===== src/rtl/fadd_arbiter.sv =====
// fadd_arbiter: round-robin front end that shares one fixed-latency fadd
// pipeline among NREQ issue ports and routes each result back to the port
// that issued it. A valid/id/tag shift register tracks in-flight requests.
// Optional build macro FADD_ARB_PERF_EN adds saturating issue/conflict counters.
module fadd_arbiter #(
  parameter int NREQ = 4,
  parameter int LAT  = 2,
  parameter int TAGW = 4
) (
  input  logic                 clk,
  input  logic                 rst,
  input  logic [NREQ-1:0]      req_valid,
  output logic [NREQ-1:0]      req_ready,
  input  logic [NREQ*32-1:0]   req_x1,
  input  logic [NREQ*32-1:0]   req_x2,
  input  logic [NREQ*TAGW-1:0] req_tag,
  output logic [31:0]          fu_x1,
  output logic [31:0]          fu_x2,
  input  logic [31:0]          fu_y,
  input  logic                 fu_ovf,
  output logic [NREQ-1:0]      rsp_valid,
  output logic [31:0]          rsp_y,
  output logic                 rsp_ovf,
  output logic [TAGW-1:0]      rsp_tag,
  output logic                 busy
`ifdef FADD_ARB_PERF_EN
  ,
  output logic [31:0]          perf_issue_cnt,
  output logic [31:0]          perf_conflict_cnt
`endif
);

  localparam int PTRW = (NREQ > 1) ? $clog2(NREQ) : 1;

  // Index arithmetic modulo NREQ; NREQ need not be a power of two.
  function automatic logic [PTRW-1:0] wrap_add(input logic [PTRW-1:0] base, input int step);
    int sum;
    sum = int'(base) + step;
    if (sum >= NREQ) sum = sum - NREQ;
    return PTRW'(sum);
  endfunction

  logic [PTRW-1:0] ptr;
  logic [PTRW-1:0] winner;
  logic            found;
  logic            issue;
  logic [TAGW-1:0] win_tag;

  logic [LAT-1:0]  pipe_v;
  logic [PTRW-1:0] pipe_id  [LAT];
  logic [TAGW-1:0] pipe_tag [LAT];
  logic [NREQ-1:0] rsp_sel;

  // Round-robin scan starting at ptr: first pending requester wins.
  always_comb begin
    // NOTE: every combinational output gets a default before any branch, so no
    // path leaves it unassigned and no latch is inferred. Combinational logic
    // uses blocking '=', clocked state uses non-blocking '<='.
    found  = 1'b0;
    winner = '0;
    for (int k = 0; k < NREQ; k++) begin
      if (!found && req_valid[wrap_add(ptr, k)]) begin
        found  = 1'b1;
        winner = wrap_add(ptr, k);
      end
    end
  end

  // Grants are suppressed while reset is held, so nothing reaches the fadd.
  assign issue   = found & ~rst;
  assign win_tag = req_tag[TAGW*int'(winner) +: TAGW];

  // One-hot grant back to the winner and operand mux toward the fadd.
  always_comb begin
    req_ready = '0;
    fu_x1     = '0;
    fu_x2     = '0;
    if (issue) begin
      req_ready[winner] = 1'b1;
      fu_x1             = req_x1[32*int'(winner) +: 32];
      fu_x2             = req_x2[32*int'(winner) +: 32];
    end
  end

  // Pointer advances past the winner on a grant and holds otherwise.
  always_ff @(posedge clk or posedge rst) begin
    if (rst) begin
      ptr <= '0;
    end else if (issue) begin
      ptr <= wrap_add(winner, 1);
    end
  end

  // Valid bits of the tracking pipeline; the fadd never stalls, so shift every edge.
  always_ff @(posedge clk or posedge rst) begin
    if (rst) begin
      pipe_v <= '0;
    end else begin
      pipe_v[0] <= issue;
      for (int i = 1; i < LAT; i++) pipe_v[i] <= pipe_v[i-1];
    end
  end

  // Id/tag payload of the tracking pipeline, qualified by pipe_v.
  always_ff @(posedge clk) begin
    // NOTE: payload registers have no reset; they are only observed when the
    // matching valid bit is set, and that bit is reset.
    pipe_id[0]  <= winner;
    pipe_tag[0] <= win_tag;
    for (int i = 1; i < LAT; i++) begin
      pipe_id[i]  <= pipe_id[i-1];
      pipe_tag[i] <= pipe_tag[i-1];
    end
  end

  // Decode the id of the oldest entry into the one-hot response strobe.
  always_comb begin
    rsp_sel                 = '0;
    rsp_sel[pipe_id[LAT-1]] = 1'b1;
  end

  // Capture the fadd result when the oldest entry retires; data holds otherwise.
  always_ff @(posedge clk or posedge rst) begin
    if (rst) begin
      rsp_valid <= '0;
      rsp_y     <= '0;
      rsp_ovf   <= 1'b0;
      rsp_tag   <= '0;
    end else if (pipe_v[LAT-1]) begin
      rsp_valid <= rsp_sel;
      rsp_y     <= fu_y;
      rsp_ovf   <= fu_ovf;
      rsp_tag   <= pipe_tag[LAT-1];
    end else begin
      rsp_valid <= '0;
    end
  end

  assign busy = (|pipe_v) | (|rsp_valid);

`ifdef FADD_ARB_PERF_EN
  logic multi_req;

  // Two or more pending bits: clearing the lowest set bit leaves something.
  assign multi_req = |(req_valid & (req_valid - NREQ'(1)));

  // Saturating performance counters.
  always_ff @(posedge clk or posedge rst) begin
    if (rst) begin
      perf_issue_cnt    <= '0;
      perf_conflict_cnt <= '0;
    end else begin
      if (issue && (perf_issue_cnt != 32'hFFFF_FFFF)) begin
        perf_issue_cnt <= perf_issue_cnt + 32'd1;
      end
      if (multi_req && (perf_conflict_cnt != 32'hFFFF_FFFF)) begin
        perf_conflict_cnt <= perf_conflict_cnt + 32'd1;
      end
    end
  end
`endif

endmodule

===== config.mk =====
export PLATFORM = sky130hd
export DESIGN_NAME = fadd_arbiter
export DESIGN_NICKNAME = d
export VERILOG_FILES = /design/src/rtl/fadd_arbiter.sv
export SDC_FILE = /design/constraint.sdc
export NUM_CORES = 1
export LEC_CHECK = 0
export CAP_MARGIN = 20
export CORE_AREA = 4 4 163 165
export CTS_CLUSTER_SIZE = 30
export DETAILED_ROUTE_END_ITERATION = 12
export DIE_AREA = 0 0 167 169
export GPL_TIMING_DRIVEN = 1
export SYNTH_ARGS = -nofsm -noshare
export SYNTH_HDL_FRONTEND = slang
export SYNTH_SLANG_ARGS = --single-unit

===== constraint.sdc =====
create_clock -name clk -period 2.4 [get_ports clk]
set_clock_uncertainty 0.15 [all_clocks]
set_input_delay 0.36 -clock clk [delete_from_list [all_inputs] [get_ports clk]]
set_output_delay 0.36 -clock clk [all_outputs]
set_load 0.1 [all_outputs]

==> out/metrics.yaml, run 1 <==
placement:
  port_buffers: 420
  dpl.hpwl_um: 20100
  gp_congestion: 0.787
drt:
  ant_nets: 0
  via_per_inst: 4.25
  drt_iter0_drc: 115
  num_vias: 5068
  drt-total-wl_um: 24600
  first_pass_iters: 4
  drcViolationCount: 0
  wire_per_inst_um: 20.7
timing:
  finalCriticalPeriod_ns: 2.75
  max_freq_mhz: 364
  relSlewSlack: 0.649
  rsz0062_at_grt: "true"
  hold_viol_final: 0
  holdWs_ns: 0.173
  period_share: 1.15
  worstMarginPinSlew_ns: 0.526
  final.setup.worst_slack_ns: -0.349
  final_max_slew_viol_count: 0
  setup_violations: 68
status:
  failed_checks: "negative setup slack"
  status: "finished, violations left"
flow_run:
  maxCapViolCount: 0
finish:
  final_cell_mix: "306 x clkdlybuf4s50_1, 87 x buf_4, 85 x buf_12, 71 x mux2i_4, 64 x o22ai_4"
  final_layout_size_suffix_gt1_frac: 0.511
  layout_commonest_cell: "clkdlybuf4s50_1"
  syn2layout_area_growth_pct: 206
  num-nets-final: 1171
grt:
  grt_pass1_wl_um: 34800
  track_usage: 0.161
  grt_pass1_vias: 5538
  grt_max_degree: 46
  grt_antenna_before_repair: 3
  grt-ovfl-total: 0
hold_path:
  holdPathEnd: "pipe_id[0][2]"
  hp-start: "pipe_id[0][0]"
  hold_depth: 0
  min-delay-path-class: "register to register"
setup_path:
  path_max_fanout: 7
  crit_type: "register to output pin"
  crit_arrival_ns: 2.24
  r2r.worst_path.cells: 10
  cp-end-kind: "output pin"
  cp-start-kind: "register"
  r2r_start: "ptr[0]"
  r2r-end: "pipe_tag[0][3]"
  regToRegSetupSlack_ns: 0.33
  crit_required_ns: 1.89
power:
  vdd_ir_drop_max_v: 0.000656
  p_total_mw: 12.7
  cellPowerDensity_nw_per_um2: 1010
  p_leak_nw: 4.64
yosys:
  yosysWarnings: 0
  seq_area_frac_synth: 0.332
  synth_area_per_cell_um2: 11.2
  yosysTopAreaCellShare: 0.343
  synth_area_leaders: "mux2i_1 34%, dfrtp_1 27%, mux2_2 10%, o22ai_1 9.0%, dfxtp_1 5.8%"
  synth_area_leader_cell: "mux2i_1"
  synth_fp_nets: 682
  yosysUniqueCellTypes: 28
  ys_seq_elements: 57
  netlist_area_um2: 4120
  synthCells: 367
floorplan:
  initial_core_util: 0.165
  die_area_um2: 28200
  core-area_um2: 25000
  die_w_um: 167
  die_y_um: 169
  row_count: 58
  num_io_pins: 421
clocking:
  clock-sinks: 57
  clk_latency_ns: 0.32
  cts_root_buffer: "clkbuf_16"
  clkTransAtPathRegs_ns: 0.05
  clk_path_buf_depth: 2
  tritoncts: "yes"
  numCtsBuffers: 9
  htree_levels: 3
area by class of cell:
class                   instances  area [um^2]
fillers                      2184        12500
repair buffers                509         5990
multi-input cells             275         4470
inverters                       4         27.5
clock inverters                 3         65.1
diodes                          1         2.50
clock buffers                  13          250
well taps                     330          413
flip-flops and latches         57         1370
synthesized netlist by cell type:
master,n
o21ai_1,1
o22ai_1,59
and2_1,4
inv_2,1
nand3b_1,1
and3b_1,1
buf_6,12
mux2i_1,141
nor2_2,1
nor2_1,3
nand2_2,1
a21oi_1,3
dfxtp_1,12
clkbuf_1,5
dfrtp_1,45
o22ai_2,5
mux2_2,38
a2bb2oi_2,1
nor3b_1,2
inv_1,3
and3_1,1
nor3_4,1
buf_4,4
buf_2,12
nand2_4,1
ha_1,4
nand2_1,3
nor4_1,2
timing repair:
| action | CTS | global route |
|---|---|---|
| endpoints found under the setup margin | 68 | 68 |
| cloned | 5 | 5 |
| pin swaps | 14 | 14 |
| buffers inserted | 8 | 6 |
| resized for setup | 153 | 76 |
| hold buffers | 0 | 0 |
state kept, by name, indices dropped and copies added, names as in the netlist:
name	count
pipe_id	4
pipe_tag	8
pipe_v	2
ptr	2
rsp_ovf	1
rsp_tag	4
rsp_valid	4
rsp_y	32
worst max-delay path, stage by stage, from the launching register on:
cell	delay [ns]
dfrtp_1	0.39
inv_2	0.07
a21oi_2	0.17
a2bb2oi_4	0.18
buf_12	0.15
buf_12	0.13
buf_4	0.20
mux2i_2	0.30
o22ai_4	0.12
buf_12	0.18
how the worst max path moves through the flow:
stage,startpoint,endpoint,cells after the start
global placement,req_valid[0],fu_x2[23],9
finish,ptr[0],fu_x1[15],9
detailed placement,req_valid[0],fu_x2[24],9
floorplan,ptr[1],fu_x1[21],6
CTS,ptr[1],fu_x2[31],10
global route,ptr[1],fu_x2[23],10
per-stage QoR:
step	area [um^2]	setup WS, ns	utilization	setup TNS (ns)	instances
2_1_floorplan	4970	-0.135	-	-8.07	367
3_3_place_gp	10700	-0.639	0.427	-34.87	1153
3_5_place_dp	10700	-0.604	0.427	-33.07	1153
4_1_cts	12000	-0.341	0.479	-20.55	1182
5_1_grt	12600	-0.439	0.503	-26.76	1192
6_report	12600	-0.349	0.503	-19.92	1192
report_power, final:
group	switching, mW	leakage (nW)	internal (mW)	total (mW)
registers	0.0939	0.635	1.16	1.26
clock network	0.388	0.154	0.933	1.32
logic	5.66	3.85	4.47	10.1
total	6.14	4.64	6.57	12.7
logic make-up after synthesis:
logic type,synth area share
adder cells (fa/ha/maj),0.0122
AO/OA/AOI/OAI,0.113
buffers and inverters,0.0629
flip-flops,0.332
AND/OR/NAND/NOR,0.0334
multiplexers,0.447
per-layer routing:
layer  GRT usage  up-vias  part of all wire
met4      0.0324        4             0.011
met5           0        -           0.00085
met1       0.176     2395              0.36
met3      0.0537       22             0.083
li1            -     2405                 -
met2       0.305      242              0.55
Power figures use the tool's default switching activity.
==> run 2, diff against run 1 <==
==> constraint.sdc (replaced) <==
create_clock -name clk -period 2.7 [get_ports clk]
set_clock_uncertainty 0.15 [all_clocks]
set_input_delay 0.405 -clock clk [delete_from_list [all_inputs] [get_ports clk]]
set_output_delay 0.405 -clock clk [all_outputs]
set_load 0.1 [all_outputs]
==> run 2 against run 1 <==
Largest cell class unchanged. First-iteration DRC count rose by 26%. Register-to-register slack improved by 0.21 ns. The flow still finishes with violations (negative setup slack). Via count fell by 0.34%. Wire length rose by 2.1%.
==> out/metrics.yaml, run 2 (same netlist as run 1, synthesis figures left out) <==
grt:
  grt-ovfl-total: 0  # unchanged
  track_usage: 0.162  # +0.000167
  grt_antenna_before_repair: 3  # unchanged
  grt_max_degree: 34  # -26%
  grt_pass1_vias: 5197  # -6.2%
  grt_pass1_wl_um: 34600  # -0.52%
placement:
  dpl.hpwl_um: 19800  # -1.7%
  gp_congestion: 0.825  # +4.8%
  placement.cell_area_um2: 9950  # -7.0%
  port_buffers: 420  # unchanged
floorplan:
  core-area_um2: 25000  # unchanged
  die_y_um: 169  # unchanged
  num_io_pins: 421  # unchanged
  die_area_um2: 28200  # unchanged
  initial_core_util: 0.165  # unchanged
  die_w_um: 167  # unchanged
  row_count: 58  # unchanged
drt:
  drcViolationCount: 0  # unchanged
  wl_met3_um: 2070  # +1.8%
  ant_nets: 0  # unchanged
  wire_per_inst_um: 21.4  # +3.5%
  wl_met2_um: 13400  # -0.51%
  drt-total-wl_um: 25100  # +2.1%
  via_per_inst: 4.30  # +1.1%
  first_pass_iters: 4  # unchanged
  num_vias: 5051  # -0.34%
  drt_iter0_drc: 145  # +26%
  top_layer_used: "met4"
  drt-met1-wl_um: 9300  # +5.8%
setup_path:
  cp-start-kind: "register"
  regToRegSetupSlack_ns: 0.54  # +0.21 ns
  cp-end-kind: "output pin"
  crit_arrival_ns: 2.22  # -0.02 ns
  crit_type: "register to output pin"
  r2r.worst_path.cells: 10  # unchanged
  path_max_fanout: 10  # +3
  crit_required_ns: 2.14  # +0.25 ns
timing:
  finalCriticalPeriod_ns: 2.77
  final.setup.worst_slack_ns: -0.0702  # +0.278 ns
  rsz0062_at_grt: "true"
  hold_viol_final: 0  # unchanged
  worstMarginPinSlew_ns: 0.442  # -0.0840 ns
  max_freq_mhz: 361
  final_max_slew_viol_count: 0  # unchanged
  period_share: 1.03
  holdWs_ns: 0.172  # -0.00137 ns
  fin_setup_tns_ns: -2.06  # +17.86 ns
  relSlewSlack: 0.705  # +0.0560
  setup_violations: 60  # -12%
finish:
  final_util: 0.478  # -0.0249
  layout_commonest_cell: "clkdlybuf4s50_1"
  fin_area_um2: 12000  # -5.0%
  final_cell_mix: "306 x clkdlybuf4s50_1, 88 x buf_12, 61 x buf_4, 58 x mux2i_1, 56 x mux2i_4"
  syn2layout_area_growth_pct: 190
  largest_reg_flops: 32  # unchanged
  top_regs: "rsp_y: 32 flops, pipe_tag: 8 flops"
  final_layout_size_suffix_gt1_frac: 0.477  # -0.0336
  fillers: 2268  # +3.8%
  num-nets-final: 1152  # -1.6%
  top_register: "rsp_y"
flow_run:
  maxCapViolCount: 0  # unchanged
hold_path:
  min-delay-path-class: "register to register"
  hold_depth: 0  # unchanged
power:
  cellPowerDensity_nw_per_um2: 897  # -11%
  vdd_ir_drop_max_v: 0.000563  # -14%
  p_leak_nw: 4.61  # -0.60%
clocking:
  numCtsBuffers: 9  # unchanged
  clk_latency_ns: 0.31  # about the same
  htree_levels: 3  # unchanged
  clock-sinks: 57  # unchanged
  clk_path_buf_depth: 2  # unchanged
  cts_root_buffer: "clkbuf_16"
  tritoncts: "yes"
  clkTransAtPathRegs_ns: 0.05  # about the same
status:
  failed_checks: "negative setup slack"
  status: "finished, violations left"
## run 2: cell types whose count changed in the layout (fill, tap and decap cells not counted), moves of 4 or more
cell and change:
buf_4 -26, buf_8 +4, mux2i_1 +23, mux2i_2 -8
mux2i_4 -15, o22ai_2 +42, o22ai_4 -42
## run 2: layout make-up
cell class | count | area, um^2 | area share
timing repair buffer | 491 | 5940 | 0.496
multi-input combinational | 274 | 3910 | 0.327
sequential | 57 | 1370 | 0.114
tap | 330 | 413 | 0.0345
clock buffer | 13 | 260 | 0.0218
clock inverter | 3 | 40.0 | 0.00335
inverter | 4 | 22.5 | 0.00188
antenna | 3 | 7.51 | 0.000628
## run 2: metal layers
layer	up-vias	GRT usage
li1	2381	-
met1	2416	0.179
met2	237	0.299
met3	17	0.0567
met4	0	0.0352
met5	-	0
## run 2: power by group
| group | internal, mW | leakage (nW) | switching, mW |
|---|---|---|---|
| Clock | 0.759 | 0.150 | 0.349 |
| Sequential | 1.03 | 0.634 | 0.0953 |
| Combinational | 3.73 | 3.83 | 4.76 |
## run 2: final timing paths
kind	startpoint	end
max reg2reg	ptr[1]	pipe_tag[0][3]
min reg2reg	pipe_id[0][0]	pipe_id[0][2]
min in group asynchronous	rst	rsp_y[2]
max	ptr[1]	fu_x2[27]
max in group asynchronous	rst	rsp_y[21]
min	pipe_id[0][0]	pipe_id[0][2]
## run 2: worst max-delay path, stage by stage (launching register included)
cell and delay, ns:
dfrtp_2 0.46, nand2_2 0.09, nand3b_1 0.12, a2bb2oi_4 0.17, buf_12 0.14, buf_12 0.17
buf_16 0.17, mux2i_2 0.24, o22ai_2 0.13, buf_12 0.18
## run 2: through the flow
stage	instances	worst slack (ns)	total power, mW
after global routing	1175	-0.152	11.1
final	1175	-0.0702	10.7
after CTS	1164	-0.124	10.2
after detailed placement	1128	-0.311	8.04
after global placement	1128	-0.347	8.04
after floorplan	367	-0.186	5.51
## run 2: what timing repair did
| item | CTS | global route |
|---|---|---|
| gates cloned | 6 | 9 |
| gates resized for setup | 133 | 98 |
| setup buffers | 14 | 0 |
| pin swaps | 20 | 12 |
| setup endpoints to repair | 68 | 68 |
| hold buffers | 0 | 0 |
